$ cat src/rtl/if_fetch_queue.sv
// ============================================================================
// if_fetch_queue: sequential-PC fetch over a req/ack memory port, buffered in
// a small FIFO for IF/ID. Optional JAL_PREDICT_EN macro. Rev 1.0
// ============================================================================
`default_nettype none

module if_fetch_queue #(
  parameter int          QUEUE_DEPTH = 4,
  parameter logic [31:0] RESET_PC    = 32'h0
) (
  input  logic        clk_in,
  input  logic        rst_in,
  input  logic        stall_i,
  input  logic        jump_i,
  input  logic [31:0] jump_addr_i,
  output logic        mem_req_o,
  output logic [31:0] mem_addr_o,
  input  logic        mem_ack_i,
  input  logic [31:0] mem_data_i,
  output logic        inst_valid_o,
  output logic [31:0] inst_pc_o,
  output logic [31:0] inst_o,
  output logic        inst_pred_o
);

  localparam int PTR_W = $clog2(QUEUE_DEPTH);
  localparam int CNT_W = PTR_W + 1;

  typedef enum logic [1:0] {
    ST_IDLE = 2'd0,
    ST_WAIT = 2'd1,
    ST_DROP = 2'd2
  } state_t;

  state_t             state_q, state_d;
  logic [31:0]        fetch_pc_q, fetch_pc_d;
  logic               mem_req_q, mem_req_d;
  logic [31:0]        mem_addr_q, mem_addr_d;
  logic [PTR_W-1:0]   rd_ptr_q, wr_ptr_q;
  logic [CNT_W-1:0]   count_q;
  logic [31:0]        pc_mem_q  [QUEUE_DEPTH];
  logic [31:0]        ins_mem_q [QUEUE_DEPTH];

  logic [31:0] w_jump_tgt;
  logic [31:0] w_seq_pc;
  logic [31:0] w_next_pc;
  logic        w_push;
  logic        w_pop;
  logic        w_unused_bits;

  assign w_jump_tgt    = {jump_addr_i[31:2], 2'b00};
  assign w_unused_bits = ^jump_addr_i[1:0];
  assign w_seq_pc      = mem_addr_q + 32'd4;
  assign w_push        = (state_q == ST_WAIT) && mem_ack_i && !jump_i;
  assign w_pop         = inst_valid_o && !stall_i && !jump_i;

`ifdef JAL_PREDICT_EN
  logic        pred_mem_q [QUEUE_DEPTH];
  logic        w_is_jal;
  logic [31:0] w_j_imm;

  assign w_is_jal  = (mem_data_i[6:0] == 7'b1101111);
  assign w_j_imm   = {{12{mem_data_i[31]}}, mem_data_i[19:12], mem_data_i[20],
                      mem_data_i[30:21], 1'b0};
  assign w_next_pc = w_is_jal ? ((mem_addr_q + w_j_imm) & 32'hFFFF_FFFC) : w_seq_pc;
  assign inst_pred_o = pred_mem_q[rd_ptr_q];
`else
  assign w_next_pc   = w_seq_pc;
  assign inst_pred_o = 1'b0;
`endif

  assign mem_req_o    = mem_req_q;
  assign mem_addr_o   = mem_addr_q;
  assign inst_valid_o = (count_q != '0);
  assign inst_pc_o    = pc_mem_q[rd_ptr_q];
  assign inst_o       = ins_mem_q[rd_ptr_q];

  always_comb begin
    state_d    = state_q;
    fetch_pc_d = fetch_pc_q;
    mem_req_d  = mem_req_q;
    mem_addr_d = mem_addr_q;
    case (state_q)
      ST_IDLE: begin
        if (jump_i) begin
          fetch_pc_d = w_jump_tgt;
        end else if (count_q < CNT_W'(QUEUE_DEPTH)) begin
          mem_req_d  = 1'b1;
          mem_addr_d = {fetch_pc_q[31:2], 2'b00};
          state_d    = ST_WAIT;
        end
      end
      ST_WAIT: begin
        if (jump_i) begin
          fetch_pc_d = w_jump_tgt;
          if (mem_ack_i) begin
            mem_req_d = 1'b0;
            state_d   = ST_IDLE;
          end else begin
            state_d   = ST_DROP;
          end
        end else if (mem_ack_i) begin
          fetch_pc_d = w_next_pc;
          mem_req_d  = 1'b0;
          state_d    = ST_IDLE;
        end
      end
      ST_DROP: begin
        if (jump_i) begin
          fetch_pc_d = w_jump_tgt;
        end
        if (mem_ack_i) begin
          mem_req_d = 1'b0;
          state_d   = ST_IDLE;
        end
      end
      default: begin
        mem_req_d = 1'b0;
        state_d   = ST_IDLE;
      end
    endcase
  end

  always_ff @(posedge clk_in or negedge rst_in) begin
    if (!rst_in) begin
      state_q    <= ST_IDLE;
      fetch_pc_q <= RESET_PC;
      mem_req_q  <= 1'b0;
      mem_addr_q <= '0;
    end else begin
      state_q    <= state_d;
      fetch_pc_q <= fetch_pc_d;
      mem_req_q  <= mem_req_d;
      mem_addr_q <= mem_addr_d;
    end
  end

  // Draining the last entry parks both pointers on it so the head keeps its value.
  always_ff @(posedge clk_in or negedge rst_in) begin
    if (!rst_in) begin
      rd_ptr_q <= '0;
      wr_ptr_q <= '0;
      count_q  <= '0;
      for (int i = 0; i < QUEUE_DEPTH; i++) begin
        pc_mem_q[i]   <= '0;
        ins_mem_q[i]  <= '0;
`ifdef JAL_PREDICT_EN
        pred_mem_q[i] <= 1'b0;
`endif
      end
    end else if (jump_i) begin
      count_q  <= '0;
      wr_ptr_q <= rd_ptr_q;
    end else begin
      if (w_push) begin
        pc_mem_q[wr_ptr_q]   <= mem_addr_q;
        ins_mem_q[wr_ptr_q]  <= mem_data_i;
`ifdef JAL_PREDICT_EN
        pred_mem_q[wr_ptr_q] <= w_is_jal;
`endif
        wr_ptr_q <= wr_ptr_q + 1'b1;
      end
      if (w_pop) begin
        if (!w_push && (count_q == CNT_W'(1))) begin
          wr_ptr_q <= rd_ptr_q;
        end else begin
          rd_ptr_q <= rd_ptr_q + 1'b1;
        end
      end
      count_q <= count_q + {{PTR_W{1'b0}}, w_push} - {{PTR_W{1'b0}}, w_pop};
    end
  end

endmodule

`default_nettype wire

$ cat config.mk
export PLATFORM = sky130hd
export DESIGN_NAME = if_fetch_queue
export DESIGN_NICKNAME = d
export VERILOG_FILES = /design/src/rtl/if_fetch_queue.sv
export SDC_FILE = /design/constraint.sdc
export NUM_CORES = 1
export LEC_CHECK = 0
export ABC_AREA = 0
export CAP_MARGIN = 25
export CORE_MARGIN = 2
export CORE_UTILIZATION = 61
export CTS_CLUSTER_SIZE = 12
export DETAILED_ROUTE_END_ITERATION = 12
export PLACE_DENSITY = 0.86
export SYNTH_ARGS = -nofsm -noshare
export SYNTH_HDL_FRONTEND = slang
export SYNTH_SLANG_ARGS = --single-unit
$ cat constraint.sdc
create_clock -name clk_in -period 5.2 [get_ports clk_in]
set_input_delay 0.52 -clock clk_in [delete_from_list [all_inputs] [get_ports clk_in]]
set_output_delay 0.52 -clock clk_in [all_outputs]
set_load 0.02 [all_outputs]
**After elaboration in Yosys (flattened, before gate mapping)**

Cells that the tools add are included.
Widths: inputs -> output; s select.

- Register bits: 328
- Bits of input ports: 69
- Output and inout bits: 99
- Logic and storage cells: 85

- Add/sub/neg operators: 5
- Magnitude comparators: 4
- Equality and inequality tests: 8
- Mux-type cells: 29
- Bitwise logic cells: 4
- Reductions and logical operators: 20

Operators with widths:

| kind | count |
|---|---|
| $bwmux 128 | 2 |
| $mux 32 | 8 |
| $bmux 32 s2 | 2 |
| $demux 32 s2 | 1 |
| $pmux 32 s2 | 1 |
| $add 32x3->32 const B | 1 |
| $mux 2 | 9 |
| $reduce_and 3->1 | 4 |
| $ge 3x3->1 const B | 2 |
| $logic_and 1x1->1 | 6 |
| $not 2->3 | 2 |
| $pmux 2 s3 | 1 |
| $add 2x1->2 const B | 2 |
| $ne 2x1->1 const B | 2 |
| $ne 2x2->1 const B | 2 |
| $reduce_and 2->1 | 2 |
| $reduce_or 2->1 | 2 |
| $add 3x1->3 | 1 |
| $eq 3x1->1 const B | 1 |
| $logic_not 1->1 | 3 |
| $lt 3x1->1 const B | 1 |
| $lt 3x3->1 const B | 1 |
| $mux 1 | 3 |
| $mux 3 | 1 |
| other kinds (9) | 10 |

**Longest topological paths before layout**

- Depth in word-level cells: 8
- Depth in mapped cells: 13
- Mapped depth without buffers: 12

**Least setup slack after synthesis**

No wires, ideal clock.

- Kind: reg2reg
- Start: register count_q[2]
- End: register count_q[2]
- Setup time: 132 ps
- Arrival time: 2262 ps
- Required time: 5068 ps
- Setup slack: 2806 ps
- Cell stages (with the launch flop): 11
- Buffers on the path: 0
- Clock period less this slack: 2394 ps
- Cell sequence: dfrtp_1 > or3_1 > nor3b_1 > ha_1 > inv_1 > ha_1 > inv_1 > fa_1 > xor2_1 > xnor2_1 > nor2_1

- Cells in the longest elaborated chain, start to end: 5
- Elaborated cells on any way between the ends: 6

RTL lines:

| what | line | text |
|---|---|---|
| from (decl) | 40 | `logic [CNT_W-1:0] count_q;` |
| from (signal assigned) | 170 | `count_q <= count_q + {{PTR_W{1'b0}}, w_push} - {{PTR_W{1'b0}}, w_pop};` |
| $reduce_bool 3->1 | 74 | `assign inst_valid_o = (count_q != '0);` |
| net inst_valid_o | 20 | `output logic inst_valid_o,` |
| $logic_and 1x1->1 (2 in series) | 55 | `assign w_pop = inst_valid_o && !stall_i && !jump_i;` |
| $sub 3x1->3 | 170 |  |
| $mux 3 | 151 | `end else if (jump_i) begin` |

The timed path passes the listed nets, and every way through them passes these cells.
A chain may end at the register's enable or synchronous reset.

**Final worst setup path**

- Start: register rd_ptr_q[0]
- End: output port inst_pc_o[7]

- Cells in the longest elaborated chain, start to end: 4

RTL lines:

| what | line | text |
|---|---|---|
| from (decl) | 39 | `logic [PTR_W-1:0] rd_ptr_q, wr_ptr_q;` |
| from (signal assigned) | 167 | `rd_ptr_q <= rd_ptr_q + 1'b1;` |
| $not 2->3 (implied by the code) | 75 | `assign inst_pc_o = pc_mem_q[rd_ptr_q];` |
| $bmux 32 s2 | 75 |  |
| $mux 32 (implied by the code) (2 in series) | 75 |  |
| to (decl) | 21 | `output logic [31:0] inst_pc_o,` |

Every way passes these cells. The select of a mux whose other input is x is not followed.

==> out/results.tsv <==
stage	metric	value	unit
route	vias per cell	5.95	
floorplanning	die height	158	µm
cells_and_area	fin util	0.741	
route	DRT iter0 DRCs	545	
cells_and_area	Multi-input gate area	0.00612	mm²
clock_tree	Root Buffer	clkbuf_16	
global_routing	vias in the first global route	9225	
route	DRT Pass-1 Iters	5	
timing	RSZ-0062 raised after global routing	false	
route	Post-route DRC	0	
worst_setup_path	CP bufs+invs	2	
timing	Max Fclk	284	MHz
timing	Hold Vio Cnt, Final	0	
clock_tree	H-tree depth	2	
yosys	EDFF count, synth	0	
timing	fin. max-slew vios	0	
worst_setup_path	Required @ worst endpoint	4.68	ns
worst_setup_path	reg2reg path depth	12	
floorplanning	area of the core	0.0234	mm²
placed_design	GP Congestion	0.798	
yosys	Async S/R FF share, synth	1.00	
cells_and_area	Register Area	0.00797	mm²
timing	Min Hold Slack	0.0295	ns
run	Max-Cap Viols	0	
floorplanning	initial core utilization	0.620	
placed_design	HPWL after DPL	18000	µm
worst_setup_path	Crit-path slowest cell	dfrtp_4	
clock_tree	Hold-fix buffers, CTS	0	
clock_tree	Clk Latency, worst-skew pair	0.51	ns
global_routing	gr ovfl total	0	
cells_and_area	most frequent cells in the layout	316 x dfrtp_1, 273 x mux2_2, 159 x clkdlybuf4s50_1	
floorplanning	Ports	168	
timing	period utilisation layout	0.677	
timing	setup violators final	0	
worst_setup_path	Critical Path Start Type	flop	
cells_and_area	area grow syn2layout	19.4	%
cells_and_area	commonest non-fill, non-tap cell in the layout	dfrtp_1	
outcome	status	finished clean	
timing	Max transition margin	0.302	
clock_tree	CTS tree	done	
worst_setup_path	CP max FO	42	
power	leakage power total	7.66	nW
yosys	Top FF cell, synth	dfrtp_1	
clock_tree	CTS resizes	0	
yosys	Synth Instances	1008	
timing	Final WS setup	1.68	ns
floorplanning	row cnt	56	
power	power density over the cells	678	mW/mm²
global_routing	initial antenna violation count	0	
worst_setup_path	CP endpoint kind	primary output	
power	sequential power share	0.399	
worst_setup_path	r2r startpoint	state_q[1]	
placed_design	# port buffers	160	
power	Clock power frac	0.204	
timing	post-layout min period	3.52	ns
power	final total power	11.7	mW
global_routing	GRT Overall Usage	0.256	
worst_setup_path	reg2reg setup slack	2.32	ns
power	Switching Fraction	0.341	
route	number of routed nets with antenna violations	0	
floorplanning	die area	0.0251	mm²
route	Routed Wire Length	31000	µm
placed_design	dpl ws	1.75	ns
cells_and_area	fillers	1503	
clock_tree	total setup buffers inserted after CTS	0	
clock_tree	clock slew at reported path FFs	0.06	ns
cells_and_area	Nets	1215	
yosys	Seq cells post-synth	318	
timing	Worst Max-Slew Pin Slew	1.05	ns
route	vias	8770	
yosys	register area share after synthesis	0.548	
worst_setup_path	Critical Path AT	3.00	ns
worst_setup_path	worst setup path class	flop to primary output	
yosys	Synth Cell Area	0.0145	mm²
clock_tree	maximum clock path buffer count	3	
timing	skew final	0.0133	ns
cells_and_area	layout cells sized above 1	0.356	
power	Sw Pwr	4.00	mW
yosys	Ys Warns	0	
global_routing	first-pass GRT wire length	49600	µm
worst_setup_path	critical path, cell by cell	buf_12 > mux4_2 > clkdlybuf4s50_1	
timing	Sum Neg Setup Slack	0	ns
power	Internal	7.74	mW
global_routing	pin count of the biggest net entering global routing	117	
clock_tree	Num CTS Buffers	35	
yosys	Synth Area per Inst	14.4	µm²
power	Comb power frac	0.397	
power	VDD IR max	0.438	mV
route	wire per inst	21.0	µm
clock_tree	# clock sinks	318	
worst_setup_path	Critical Path Max Stage Delay	1.02	ns
hold_path	Min-Delay Path Class	input port to async pin	
worst_setup_path	CP top delay family	flip-flops	
yosys	post-synthesis cell type count	48	
floorplanning	Chip Width	158	µm
worst_setup_path	Reg-to-Reg End	count_q[2]	
## cell type report
class / count / share of cell area
clock buffer: 52 / 0.0613
antenna: 1 / 0.000144
inverter: 10 / 0.00217
tap: 319 / 0.0230
multi-input combinational: 601 / 0.353
sequential: 318 / 0.460
timing repair buffer: 168 / 0.0976
clock inverter: 6 / 0.00318
## cells in the mapped netlist (13+ instances only)
library cell / count / area share
clkbuf_1: 18 / 0.0047
mux2_2: 273 / 0.21
a21oi_1: 22 / 0.0076
buf_2: 43 / 0.015
dfrtp_1: 318 / 0.55
nand2_1: 47 / 0.012
o21ai_0: 25 / 0.0086
mux4_2: 62 / 0.096
xnor2_1: 16 / 0.0097
nand3_1: 13 / 0.0045
xor2_1: 16 / 0.0097
nor2_1: 42 / 0.011
## metal layers
metal | wire length, µm | track usage | vias up
met5 | 0 | 0 | -
met4 | 558 | 0.0738 | 0
met3 | 2120 | 0.0653 | 47
met2 | 15300 | 0.426 | 248
met1 | 13000 | 0.336 | 4563
li1 | - | - | 3912
## per-stage QoR
| stage | cells | cell area [µm²] |
|---|---|---|
| 3_5_place_dp | 1416 | 16200 |
| 6_report | 1475 | 17300 |
| 4_1_cts | 1474 | 17300 |
| 3_3_place_gp | 1416 | 16200 |
| 5_1_grt | 1474 | 17300 |
| 2_1_floorplan | 1012 | 14500 |
## sequential cells by signal, indices dropped and copies added, names as in the netlist
| register | count |
|---|---|
| mem_req_o | 1 |
| state_q | 2 |
| fetch_pc_q | 30 |
| pc_mem_q | 120 |
| count_q | 3 |
| wr_ptr_q | 2 |
| mem_addr_o | 30 |
| rd_ptr_q | 2 |
| ins_mem_q | 128 |
## kinds of logic (layout without fill, tap and decap cells)
| group | count (synthesis) | after routing | share of synthesized area |
|---|---|---|---|
| AOI/OAI and AO/OA | 69 | 69 | 0.0271 |
| xor gates and xnor gates | 32 | 32 | 0.0193 |
| adders and majority gates | 12 | 12 | 0.0109 |
| buffers and inverters | 93 | 236 | 0.0343 |
| DFF | 318 | 318 | 0.548 |
| muxes | 338 | 338 | 0.310 |
| other | 1 | 6 | 0.000258 |
| and+or+nand+nor | 145 | 145 | 0.0502 |
## how the worst max path moves through the flow
stage	from	end	slack, ns	cells past startpoint
2_1_floorplan	count_q[2]	count_q[2]	2.81	10
3_3_place_gp	jump_i	count_q[2]	1.80	11
3_5_place_dp	jump_i	count_q[2]	1.75	11
4_1_cts	rd_ptr_q[0]	inst_pc_o[22]	1.60	3
5_1_grt	rd_ptr_q[0]	inst_pc_o[7]	1.48	3
6_report	rd_ptr_q[0]	inst_pc_o[7]	1.68	3
## power groups by stage
stage	registers (mW)	logic [mW]	clock network [mW]
3_3_place_gp	4.62	4.54	0
3_5_place_dp	4.70	4.65	0
5_1_grt	4.87	4.97	2.56
2_1_floorplan	4.21	3.34	0
4_1_cts	4.69	4.71	2.45
6_report	4.69	4.66	2.40
Power figures use the tool's default switching activity.
